--- config.mk ---
export PLATFORM = sky130hd
export DESIGN_NAME = phase_tag_avg_ctrl
export DESIGN_NICKNAME = d
export VERILOG_FILES = /design/src/rtl/phase_tag_avg_ctrl.sv
export SDC_FILE = /design/constraint.sdc
export NUM_CORES = 1
export LEC_CHECK = 0
export CAP_MARGIN = 20
export CELL_PAD_IN_SITES_DETAIL_PLACEMENT = 2
export CELL_PAD_IN_SITES_GLOBAL_PLACEMENT = 2
export CORE_ASPECT_RATIO = 0.75
export CORE_MARGIN = 2
export CORE_UTILIZATION = 30
export CTS_BUF_LIST = sky130_fd_sc_hd__clkbuf_8
export DETAILED_ROUTE_END_ITERATION = 7
export PLACE_DENSITY_LB_ADDON = 0.2
export SLEW_MARGIN = 20
export SYNTH_ARGS = -nofsm -noshare
export SYNTH_HDL_FRONTEND = slang
export SYNTH_SLANG_ARGS = --single-unit
export TNS_END_PERCENT = 10
--- constraint.sdc ---
create_clock -name clk_sample -period 2.5 [get_ports clk_sample]
set_clock_uncertainty 0.15 [all_clocks]
set_input_delay 0.25 -clock clk_sample [delete_from_list [all_inputs] [get_ports clk_sample]]
set_output_delay 0.25 -clock clk_sample [all_outputs]
set_load 0.005 [all_outputs]
--- src/rtl/phase_tag_avg_ctrl.sv ---
// Phase-tag averaging controller: pops N tags from a FIFO and reports
// their sum, average, min and max, aborting if the FIFO stays empty too long.
module phase_tag_avg_ctrl #(
   parameter int LOG2_N  = 4,
   parameter int TIMEOUT = 1023
) (
   input  logic                clk_sample,
   input  logic                rst,
   input  logic                start,
   input  logic [7:0]          fifo_data,
   input  logic                fifo_empty,
   output logic                fifo_rd_en,
   input  logic                out_ready,
   output logic                out_valid,
   output logic [8+LOG2_N-1:0] sum_out,
   output logic [7:0]          avg_out,
   output logic [7:0]          min_out,
   output logic [7:0]          max_out,
   output logic [LOG2_N:0]     count_out,
   output logic                timeout,
   output logic                busy
);

   localparam int SW = 8 + LOG2_N;
   localparam int WW = (TIMEOUT < 1) ? 1 : $clog2(TIMEOUT + 1);
   localparam logic [WW-1:0]   TO_C = WW'(TIMEOUT);
   localparam logic [LOG2_N:0] N_C  = (LOG2_N + 1)'(2 ** LOG2_N);

   typedef enum logic [1:0] {
      S_IDLE,
      S_REQ,
      S_CAPT,
      S_DONE
   } state_t;

   state_t          state_q;
   logic [SW-1:0]   sum_q, sum_d;
   logic [LOG2_N:0] count_q, count_d;
   logic [7:0]      min_q, min_d;
   logic [7:0]      max_q, max_d;
   logic [WW-1:0]   wait_q, wait_d;
   logic            to_q;

   always_comb begin
      sum_d   = sum_q + SW'(fifo_data);
      count_d = count_q + 1'b1;
      min_d   = (fifo_data < min_q) ? fifo_data : min_q;
      max_d   = (fifo_data > max_q) ? fifo_data : max_q;
      wait_d  = wait_q + 1'b1;
   end

   always_ff @(posedge clk_sample) begin
      if (rst) begin
         state_q <= S_IDLE;
         sum_q   <= '0;
         count_q <= '0;
         min_q   <= 8'hFF;
         max_q   <= 8'h00;
         wait_q  <= '0;
         to_q    <= 1'b0;
      end else begin
         unique case (state_q)
            S_IDLE: begin
               if (start) begin
                  state_q <= S_REQ;
                  sum_q   <= '0;
                  count_q <= '0;
                  min_q   <= 8'hFF;
                  max_q   <= 8'h00;
                  wait_q  <= '0;
                  to_q    <= 1'b0;
               end
            end
            S_REQ: begin
               if (!fifo_empty) begin
                  wait_q  <= '0;
                  state_q <= S_CAPT;
               end else if (wait_q == TO_C) begin
                  to_q    <= 1'b1;
                  state_q <= S_DONE;
               end else begin
                  wait_q <= wait_d;
               end
            end
            // Read data arrives one cycle after the REQ-cycle pop.
            S_CAPT: begin
               sum_q   <= sum_d;
               min_q   <= min_d;
               max_q   <= max_d;
               count_q <= count_d;
               state_q <= (count_d == N_C) ? S_DONE : S_REQ;
            end
            S_DONE: begin
               if (out_ready) state_q <= S_IDLE;
            end
            default: state_q <= S_IDLE;
         endcase
      end
   end

   assign fifo_rd_en = (state_q == S_REQ) && !fifo_empty;
   assign out_valid  = (state_q == S_DONE);
   assign busy       = (state_q != S_IDLE);
   assign sum_out    = sum_q;
   assign avg_out    = sum_q[LOG2_N +: 8];
   assign min_out    = min_q;
   assign max_out    = max_q;
   assign count_out  = count_q;
   assign timeout    = to_q;

endmodule

# == Word level (Yosys, flattened, before mapping) ==
# Index checks and enable logic that the tools add are counted.
# op_classes
addsub,3
order_cmp,2
eq_ne,13
muxes,24
n_reduce_logical,12
# op_table
operator,n
8-bit 2-to-1 mux,4
8-bit one-hot mux with 2 select lines,2
10-bit 2-to-1 mux,3
12-bit one-hot mux with 2 select lines,1
10-bit one-hot mux with 2 select lines,1
12-bit by 8-bit adder with 12-bit output,1
12-bit 2-to-1 mux,1
"2-bit inequality test, second input constant",6
3-bit AND reduction,4
"10-bit by 1-bit adder with 10-bit output, second input constant",1
"10-bit == test, second input constant",1
2-bit 2-to-1 mux,5
5-bit one-hot mux with 2 select lines,1
8-bit > comparator,1
8-bit < comparator,1
2-bit one-hot mux with 4 select lines,1
"3-bit inequality test, second input constant",2
2-bit nonzero test,3
"5-bit by 1-bit adder with 5-bit output, second input constant",1
"5-bit == test, second input constant",1
5-bit 2-to-1 mux,1
"2-bit == test, second input constant",2
4-bit AND reduction,1
1-bit 2-to-1 mux,3
other kinds (6),6
# word_totals
ff_bits,46
in_bits,13
out_inout_bits,45
elab_cells,61

# == Longest topological paths before layout ==
# Gate-level depths: netlist of the first run.
# depth
depth_word,4
mapped_depth,8
depth_no_buf,7

# == Least setup slack after synthesis of the first run ==
# Ideal clock, no wire load.
# synth_timing
kind,reg2reg
start,register sum_q[0] (netlist: sum_out[0])
end,register sum_q[10] (netlist: sum_out[10])
setup_time_ns,0.062
arrival_ns,1.698
required_ns,2.288
slack_ns,0.590
path_stages_with_launch,8
path_buffers,0
synth_period_minus_slack_ns,1.910
cell_sequence,dfxtp_1 ha_1 fa_1 nand3_1 a31oi_1 nor2_1 or4_1 nand3_1
# synth_between
elab_chain_cells,2
# synth_lines
element,line,text
start: declaration,37,"logic [SW-1:0] sum_q, sum_d;"
start signal: assignment,87,sum_q <= sum_d;
12-bit by 8-bit adder with 12-bit output,45,sum_d = sum_q + SW'(fifo_data);
12-bit one-hot mux with 2 select lines,62,unique case (state_q)
# No other way between the ends.
# A chain may end at the register's enable or synchronous reset.

# == Worst setup path after layout of the first run ==
# layout_timing
start,input fifo_data[0]
end,register sum_q[10] (netlist: sum_out[10])
# layout_between
elab_chain_cells,2
# layout_lines
element,line,text
start: declaration,10,"input logic [7:0] fifo_data,"
12-bit by 8-bit adder with 12-bit output,45,
12-bit one-hot mux with 2 select lines,62,
# No other way between the ends.

==> flow_summary.json, run 1 <==
{
  "yosysTopAreaCell": "dfxtp_1",
  "cts.clk_slew.worst_paths_ns": 0.10,
  "powerDensity_nw_per_um2": 424,
  "p_leak_nw": 1.65,
  "post-route-drc-count": 0,
  "maxSlewHeadroom_pct": 52.5,
  "synth_edf_count": 0,
  "place_inst": 526,
  "numClockSinks": 46,
  "synth_seq_cells": 46,
  "synth.top_cells.by_area": "dfxtp_1, ha_1, mux2i_1",
  "fmax_ghz": 0.432,
  "final_cell_mix": "clkdlybuf4s50_1, nor2_1, dfxtp_1, nand2_1, ha_1",
  "hold_buffers": 0,
  "clockBufferDepth": 2,
  "slew_violations": 0,
  "fin_crit_sh_pct": 92.6,
  "critical_path_class": "in2reg",
  "crit_fanout": 5,
  "yosys_warnings": 0,
  "grt_remaining_overflow": 0,
  "fin_ws_ns": 0.186,
  "yosysTopAreaCellShare_pct": 32.4,
  "fp.dieH_um": 88.3,
  "total_power_mw": 1.58,
  "drt-pass1-iter-count": 4,
  "synth_nets": 378,
  "fin_nets": 445,
  "layout_commonest_cell": "clkdlybuf4s50_1",
  "setup_viol": 0,
  "postSynthCellCount": 338,
  "grt_max_degree": 28,
  "p_sw_mw": 0.478,
  "p_int_mw": 1.10,
  "clock_latency_ns": 0.32,
  "wirelength_mm": 9.16,
  "dpl.hpwl_mm": 7.11,
  "die_area_um2": 10300,
  "pin_count": 58,
  "cp_common_cell": "nand3_1",
  "avgSynthCellArea_um2": 8.41,
  "finalHoldViolCount": 0,
  "worst_setup_path_end_kind": "register",
  "die_x_um": 116,
  "post_cts_buffers": 0,
  "port_buffers": 57,
  "vias": 2663,
  "cts.repair.resized": 0,
  "stdcell_count": 534,
  "drt-initial-drc-count": 97,
  "startpoint": "fifo_data[0]",
  "worstMarginPinSlew_ns": 0.711,
  "vias_per_cell": 4.99,
  "synth-main-ff-cell": "dfxtp_1",
  "clockRootBuffer": "clkbuf_8",
  "grt_pass1_wl_mm": 15.0,
  "crit_path_start_kind": "input port",
  "antenna_cells": 0,
  "status": "complete, no violations",
  "track_usage_pct": 19.0,
  "seq_power_share_pct": 48.6,
  "cpMaxStageDelayCell": "clkdlybuf4s50_1",
  "critPathMaxStageDelay_ns": 0.62,
  "gp_congestion": 0.789,
  "swShare_pct": 30.2,
  "core_area_um2": 9120,
  "hp-class": "reg2reg",
  "holdCritStartpoint": "timeout",
  "combPwrFrac_pct": 18.4,
  "period_needed_ns": 2.31,
  "r2r-start": "max_out[7]",
  "utilization_pct": 40.8,
  "maxCapViolCount": 0,
  "drive_above_1_share_pct": 10.6,
  "dpl_worst_slack_ns": -0.137,
  "reg2reg_slack_ns": 0.36,
  "synth_cell_types": 48,
  "synthArstFlopShare_pct": 0,
  "rows": 30,
  "avgRoutedWirePerCell_um": 17.1,
  "cp_data_required_time_ns": 2.62,
  "synth_area_um2": 2840,
  "postRouteAntennaNets": 0,
  "rsz0062_at_grt": "false",
  "synth-seq-area-share_pct": 32.4,
  "start_util_pct": 31.2,
  "cts_tree": "yes",
  "clkPwrFrac_pct": 33.0,
  "worst_hold_slack_ns": 0.343,
  "ir_worst_vdd_mv": 0.172,
  "path_cells": "clkdlybuf4s50_1 -> ha_1 -> fa_1 -> nand3_1 -> a31oi_1 -> nor2_1 -> or4_1 -> nand3_1",
  "grt_pass1_vias": 2879,
  "cts_buffers": 5,
  "syn_to_final_growth_pct": 31.0,
  "ctsHtreeMaxLevel": 2,
  "antenna_found_initial": 0,
  "worstPathArrival_ns": 2.44
}
==> cell type report <==
class | instances | area [µm²]
Clock buffer | 6 | 82.6
Clock inverter | 2 | 12.5
Fill cell | 1052 | 5400
Inverter | 17 | 63.8
Multi-Input combinational cell | 256 | 1750
Sequential cell | 46 | 921
Tap cell | 128 | 160
Timing Repair Buffer | 79 | 736
==> cell usage after synthesis (all sizes together), types with 2 or more instances <==
| cell type | instances |
|---|---|
| dfxtp | 46 |
| nor2 | 46 |
| nand2 | 29 |
| ha | 26 |
| mux2i | 18 |
| inv | 17 |
| nand2b | 14 |
| a21oi | 13 |
| buf | 12 |
| o21ai | 12 |
| xor2 | 12 |
| nor3 | 10 |
| a22oi | 9 |
| nand3 | 8 |
| a21o | 7 |
| clkbuf | 7 |
| nand4 | 7 |
| and3 | 6 |
| a211oi | 5 |
| a31oi | 4 |
| o211ai | 4 |
| o21bai | 3 |
| o31ai | 3 |
| and2 | 2 |
| nand3b | 2 |
| nor2b | 2 |
| or2 | 2 |
| or4 | 2 |
==> power groups by stage <==
stage               clock network [mW]  logic, mW  registers [mW]
floorplan                            0      0.162           0.774
global placement                     0      0.282           0.786
detailed placement                   0      0.292           0.786
CTS                              0.545      0.295           0.769
global route                     0.571      0.324           0.772
finish                           0.522      0.290           0.769
==> critical path: cells and delay by family <==
family,cells,cell delay (ns)
compound gates,1,0.28
fa+ha+maj,2,0.47
buf+inv,1,0.62
simple gates,4,0.82
==> final timing paths <==
| kind | endpoint | cells after the start |
|---|---|---|
| min | timeout | 2 |
| min reg2reg | timeout | 2 |
| max | sum_out[10] | 8 |
| max reg2reg | max_out[6] | 8 |
==> registers in the layout, summed over array words and instances (netlist names) <==
register   cells
sum_out       12
state_q        2
count_out      5
max_out        8
timeout        1
wait_q        10
min_out        8
==> stage by stage <==
step                instance area (µm²)  setup TNS, ns
global placement                   3630              0
floorplan                          2840              0
CTS                                3720              0
detailed placement                 3630         -0.299
finish                             3720              0
global route                       3720              0
==> logic make-up after synthesis <==
family                   share of synthesized area, %
multiplexers                                     6.73
AO/OA/AOI/OAI                                    16.5
flip-flops                                       32.4
XOR/XNOR                                         4.01
AND/OR/NAND/NOR                                  22.1
adder cells (fa/ha/maj)                          12.1
buffers and inverters                            6.07
==> metal layers <==
metal | global-route usage [%] | routed length, µm | vias up
li1 | - | - | 1309
met1 | 25.5 | 4570 | 1303
met2 | 31.5 | 4170 | 45
met3 | 4.59 | 346 | 6
met4 | 3.57 | 68 | 0
met5 | 0 | 0 | -
No activity file was read; power rests on OpenSTA's default activity.
==> run 2: changes to the inputs <==
Settings changed: CAP_MARGIN 20 to not set.
==> results of run 2 <==
Same layout as run 1: the final DEF is identical, and so are final timing and power.
